$ cat config.mk
export PLATFORM = sky130hd
export DESIGN_NAME = mod_reduce_seq
export DESIGN_NICKNAME = d
export VERILOG_FILES = /design/src/rtl/mod_reduce_seq.sv
export SDC_FILE = /design/constraint.sdc
export NUM_CORES = 1
export LEC_CHECK = 0
export ABC_AREA = 1
export BUFFER_PORTS_ARGS = -buffer_cell sky130_fd_sc_hd__buf_2
export CORE_MARGIN = 2
export CORE_UTILIZATION = 48
export CTS_BUF_LIST = sky130_fd_sc_hd__clkbuf_16
export CTS_CLUSTER_SIZE = 8
export DETAILED_ROUTE_END_ITERATION = 8
export PLACE_DENSITY = 0.77
export SKIP_CTS_REPAIR_TIMING = 1
export SLEW_MARGIN = 10
export SYNTH_ARGS = -nofsm -noshare
export SYNTH_HDL_FRONTEND = slang
export SYNTH_SLANG_ARGS = --single-unit
$ cat constraint.sdc
create_clock -name clk -period 5.2 [get_ports clk]
set_input_delay 0.78 -clock clk [delete_from_list [all_inputs] [get_ports clk]]
set_output_delay 0.78 -clock clk [all_outputs]
set_load 0.02 [all_outputs]
$ cat src/rtl/mod_reduce_seq.sv
// Sequential modular reducer: folds CHUNK_W operand bits per cycle into a remainder below MODULUS.
// Define MOD_REDUCE_RANGE_CHECK_EN to flag operands at or above X_MAX on out_err.
module mod_reduce_seq #(
    parameter int MODULUS = 107,
    parameter int IN_W    = 9,
    parameter int CHUNK_W = 6,
    parameter int X_MAX   = 400,
    localparam int OUT_W  = $clog2(MODULUS)
) (
    input  logic             clk,
    input  logic             rst_n,
    input  logic             in_valid,
    output logic             in_ready,
    input  logic [IN_W-1:0]  in_x,
    output logic             out_valid,
    input  logic             out_ready,
    output logic [OUT_W-1:0] out_r,
    output logic             out_err
);

    localparam int STEPS  = (IN_W + CHUNK_W - 1) / CHUNK_W;
    localparam int PAD_W  = STEPS * CHUNK_W;
    localparam int ACC_W  = OUT_W + CHUNK_W;
    localparam int STEP_W = $clog2(STEPS + 1);
    localparam logic [ACC_W-1:0] MOD_EXT = ACC_W'(MODULUS);

    typedef enum logic [1:0] {
        S_IDLE,
        S_RUN,
        S_DONE
    } state_t;

    state_t             r_state;
    logic [OUT_W-1:0]   r_acc;
    logic [STEP_W-1:0]  r_step;
    logic [PAD_W-1:0]   r_x;
    logic               r_in_ready;
    logic               r_out_valid;
    logic [OUT_W-1:0]   r_out_r;

    logic               w_accept;
    logic               w_last;
    logic               w_finish;
    logic               w_release;
    logic [OUT_W-1:0]   w_fold;

    // (acc*2^CHUNK_W + chunk) is below MODULUS*2^CHUNK_W, so subtracting
    // MODULUS*2^k for k = CHUNK_W-1 down to 0 leaves a value below MODULUS.
    function automatic logic [OUT_W-1:0] fold_step(input logic [OUT_W-1:0]   acc,
                                                   input logic [CHUNK_W-1:0] chunk);
        logic [ACC_W-1:0] v;
        v = {acc, chunk};
        for (int k = CHUNK_W - 1; k >= 0; k--) begin
            if (v >= (MOD_EXT << k)) v = v - (MOD_EXT << k);
        end
        return v[OUT_W-1:0];
    endfunction

    assign w_accept  = in_valid & r_in_ready;
    assign w_last    = (r_step == STEP_W'(STEPS - 1));
    assign w_finish  = (r_state == S_RUN) & w_last;
    assign w_release = (r_state == S_DONE) & out_ready;
    assign w_fold    = fold_step(r_acc, r_x[PAD_W-1 -: CHUNK_W]);

    // NOTE: state registers use non-blocking assignments so every flop samples pre-edge values.
    always_ff @(posedge clk or negedge rst_n) begin
        if (!rst_n) begin
            r_state     <= S_IDLE;
            r_acc       <= '0;
            r_step      <= '0;
            r_x         <= '0;
            r_in_ready  <= 1'b0;
            r_out_valid <= 1'b0;
            r_out_r     <= '0;
        end else begin
            case (r_state)
                S_IDLE: begin
                    r_in_ready <= 1'b1;
                    if (w_accept) begin
                        r_x        <= PAD_W'(in_x);
                        r_acc      <= '0;
                        r_step     <= '0;
                        r_in_ready <= 1'b0;
                        r_state    <= S_RUN;
                    end
                end
                S_RUN: begin
                    r_acc  <= w_fold;
                    r_x    <= r_x << CHUNK_W;
                    r_step <= r_step + STEP_W'(1);
                    if (w_last) begin
                        r_out_valid <= 1'b1;
                        r_out_r     <= w_fold;
                        r_state     <= S_DONE;
                    end
                end
                S_DONE: begin
                    // Ready rises with the return to IDLE, so the next accept is one edge later.
                    if (out_ready) begin
                        r_out_valid <= 1'b0;
                        r_out_r     <= '0;
                        r_in_ready  <= 1'b1;
                        r_state     <= S_IDLE;
                    end
                end
                default: r_state <= S_IDLE;
            endcase
        end
    end

    assign in_ready  = r_in_ready;
    assign out_valid = r_out_valid;
    assign out_r     = r_out_r;

`ifdef MOD_REDUCE_RANGE_CHECK_EN
    logic r_err;
    logic r_out_err;

    always_ff @(posedge clk or negedge rst_n) begin
        if (!rst_n) begin
            r_err     <= 1'b0;
            r_out_err <= 1'b0;
        end else begin
            if (w_accept) r_err <= (32'(in_x) >= 32'(X_MAX));
            if (w_finish) r_out_err <= r_err;
            else if (w_release) r_out_err <= 1'b0;
        end
    end

    assign out_err = r_out_err;
`else
    assign out_err = 1'b0;
`endif

endmodule

==> results.json <==
{
  "synth_top_family_by_area": "simple AND/OR/NAND/NOR gates",
  "fin_nets": 747,
  "initial_core_util_pct": 49.7,
  "endpoint_kind": "flip-flop",
  "rows": 31,
  "finalSetupViolCount": 14,
  "synth_nets": 612,
  "cts_root_buf": "clkbuf_16",
  "grt_overflow_total": 0,
  "core_area_mm2": 0.00725,
  "dp_cells": 777,
  "drt-total-wl_mm": 14.4,
  "drt_iter0_drc": 408,
  "numPortBuffers": 21,
  "stdcell_count": 827,
  "die_x_um": 90.7,
  "status": "finished with violations",
  "final_hold_viol_count": 0,
  "worstSetupStartpointType": "flip-flop",
  "cts_buffers": 5,
  "skew_ps": 2.69,
  "pin_count": 23,
  "synthToLayoutAreaGrowth_pct": 55.3,
  "yosys.area.top_type": "nand2_1",
  "ant_nets": 0,
  "synthFlopType": "dfrtp_1",
  "vias": 4875,
  "post-place-ws_ps": -321,
  "final_core_util_pct": 77.2,
  "synth_xor_area_share_pct": 4.30,
  "die_y_um": 90.7,
  "hp-start": "out_valid",
  "synth_compound_gate_area_share_pct": 6.90,
  "yosysSeqAreaShare_pct": 22.2,
  "hold_slack_ps": 476,
  "htreeDepth": 2,
  "rsz0062_at_grt": "true",
  "via_per_inst": 5.89,
  "clock_path_buffers": 2,
  "synth_edf_count": 0,
  "synth_cells": 592,
  "slowest_stage": "dfrtp_1",
  "muxShareOfSynthArea_pct": 0,
  "synth-adder-area-share_pct": 2.43,
  "drv_slew": 0,
  "drt_first_pass_iters": 7,
  "synthArstFlopShare_pct": 100,
  "final_common_cell": "nand2_1",
  "drv_cap": 0,
  "crit_buf_inv": 7,
  "violations": "setup timing",
  "cp.arrival_ps": 5840,
  "clkLatencyLatePin_ps": 280,
  "grt_max_degree": 33,
  "ys_types": 40,
  "wl_per_cell_um": 17.4,
  "fin_ws_ps": -482,
  "ys_ff_latch": 32,
  "worstPathRequired_ps": 5360,
  "worstMarginPinSlew_ps": 710,
  "cts_tree": "built",
  "max_freq_ghz": 0.176,
  "path_class": "flip-flop to flip-flop",
  "die_area_mm2": 0.00822,
  "clkTransAtPathRegs_ps": 50,
  "synth_top_area_share_pct": 23.7,
  "yosysWarnings": 0,
  "drt_drc_violations_left": 0,
  "final_cell_mix": "168 x nand2_1, 97 x buf_4, 62 x nand2_2, 58 x nand3_1, 52 x inv_1",
  "synthesis.area_mm2": 0.00361,
  "antenna_found_initial": 0,
  "hold_path.class": "flip-flop to flip-flop",
  "antennaDiodeCount": 0,
  "slew_headroom_pct": 52.7,
  "syn-mean-instance-area_um2": 6.09,
  "max_stage_delay_ps": 410,
  "place.gp.congestion": 0.967,
  "path_max_fanout": 15,
  "drive_gt1_share_pct": 47.3,
  "post-route-min-period_ps": 5680,
  "grt_pass1_wl_mm": 17.0,
  "track_usage_pct": 24.4,
  "startpoint": "r_acc[0]",
  "critPathTopFamily": "simple AND/OR/NAND/NOR gates",
  "fin_crit_sh_pct": 109,
  "r2r-start": "r_acc[0]",
  "grt_pass1_vias": 4023,
  "synth-simple-area-share_pct": 54.6,
  "cts_sinks": 32,
  "synth.top_cells.by_area": "nand2_1 24%, dfrtp_1 22%, nand3_1 12%",
  "hpwl_mm": 7.87
}
[synthesized netlist by cell type (all sizes together), types with 2 or more instances]
cell type	n
xor2	15
o211ai	4
inv	76
nor2	44
a21oi	9
nand3b	5
nand3	91
nand4	5
nand2	266
o22ai	4
dfrtp	32
buf	4
o21ai	20
clkbuf	2
ha	7
[registers in the layout (all words and copies together) (netlist names)]
| signal | count |
|---|---|
| r_state | 2 |
| r_x | 12 |
| out_valid | 1 |
| in_ready | 1 |
| r_acc | 7 |
| r_step | 2 |
| out_r | 7 |
[routing by layer]
layer	wire length, µm	share of wire [%]	vias up	GRT usage [%]
met3	1080	7.5	112	2.17
met5	0	0	-	0
li1	-	-	2149	-
met4	1080	7.5	0	9.49
met2	7010	49	373	45.7
met1	5260	36	2241	28.3
[stage by stage]
stage	setup TNS, ps	cell area [µm²]
finish	-5880	5600
global route	-10080	5600
CTS	-4140	4570
detailed placement	-3540	4430
global placement	-1110	4430
floorplan	0	3720
[final timing paths]
| check | slack [ps] | depth (start not counted) | to |
|---|---|---|---|
| max | -480 | 42 | r_acc[6] |
| min | 480 | 2 | out_valid |
| max reg2reg | -480 | 42 | r_acc[6] |
| min reg2reg | 480 | 2 | out_valid |
| max in group asynchronous | 4150 | 1 | r_acc[1] |
| min in group asynchronous | 560 | 1 | r_x[1] |
[final cells by class]
| cell class | instances | area (µm²) |
|---|---|---|
| fill | 405 | 1650 |
| inverter | 77 | 312 |
| tap | 99 | 124 |
| clock buffer | 5 | 125 |
| sequential | 32 | 802 |
| multi-input combinational | 479 | 3210 |
| clock inverter | 3 | 13.8 |
| timing repair buffer | 132 | 1010 |
[logic make-up after synthesis]
family / Yosys count
AOI/OAI and AO/OA: 39
xor gates and xnor gates: 16
adders and majority gates: 7
buffers and inverters: 83
DFF: 32
other: 1
and+or+nand+nor: 414
[tightest hold or removal path: cells and delay by family (launching register included)]
family           cells  cell delay, ps
flip-flops           1             340
AND/OR/NAND/NOR      2             100
Power is left out: the tool's default activity adds up to more than one toggle a clock period on the data nets, which glitch-free logic cannot reach.
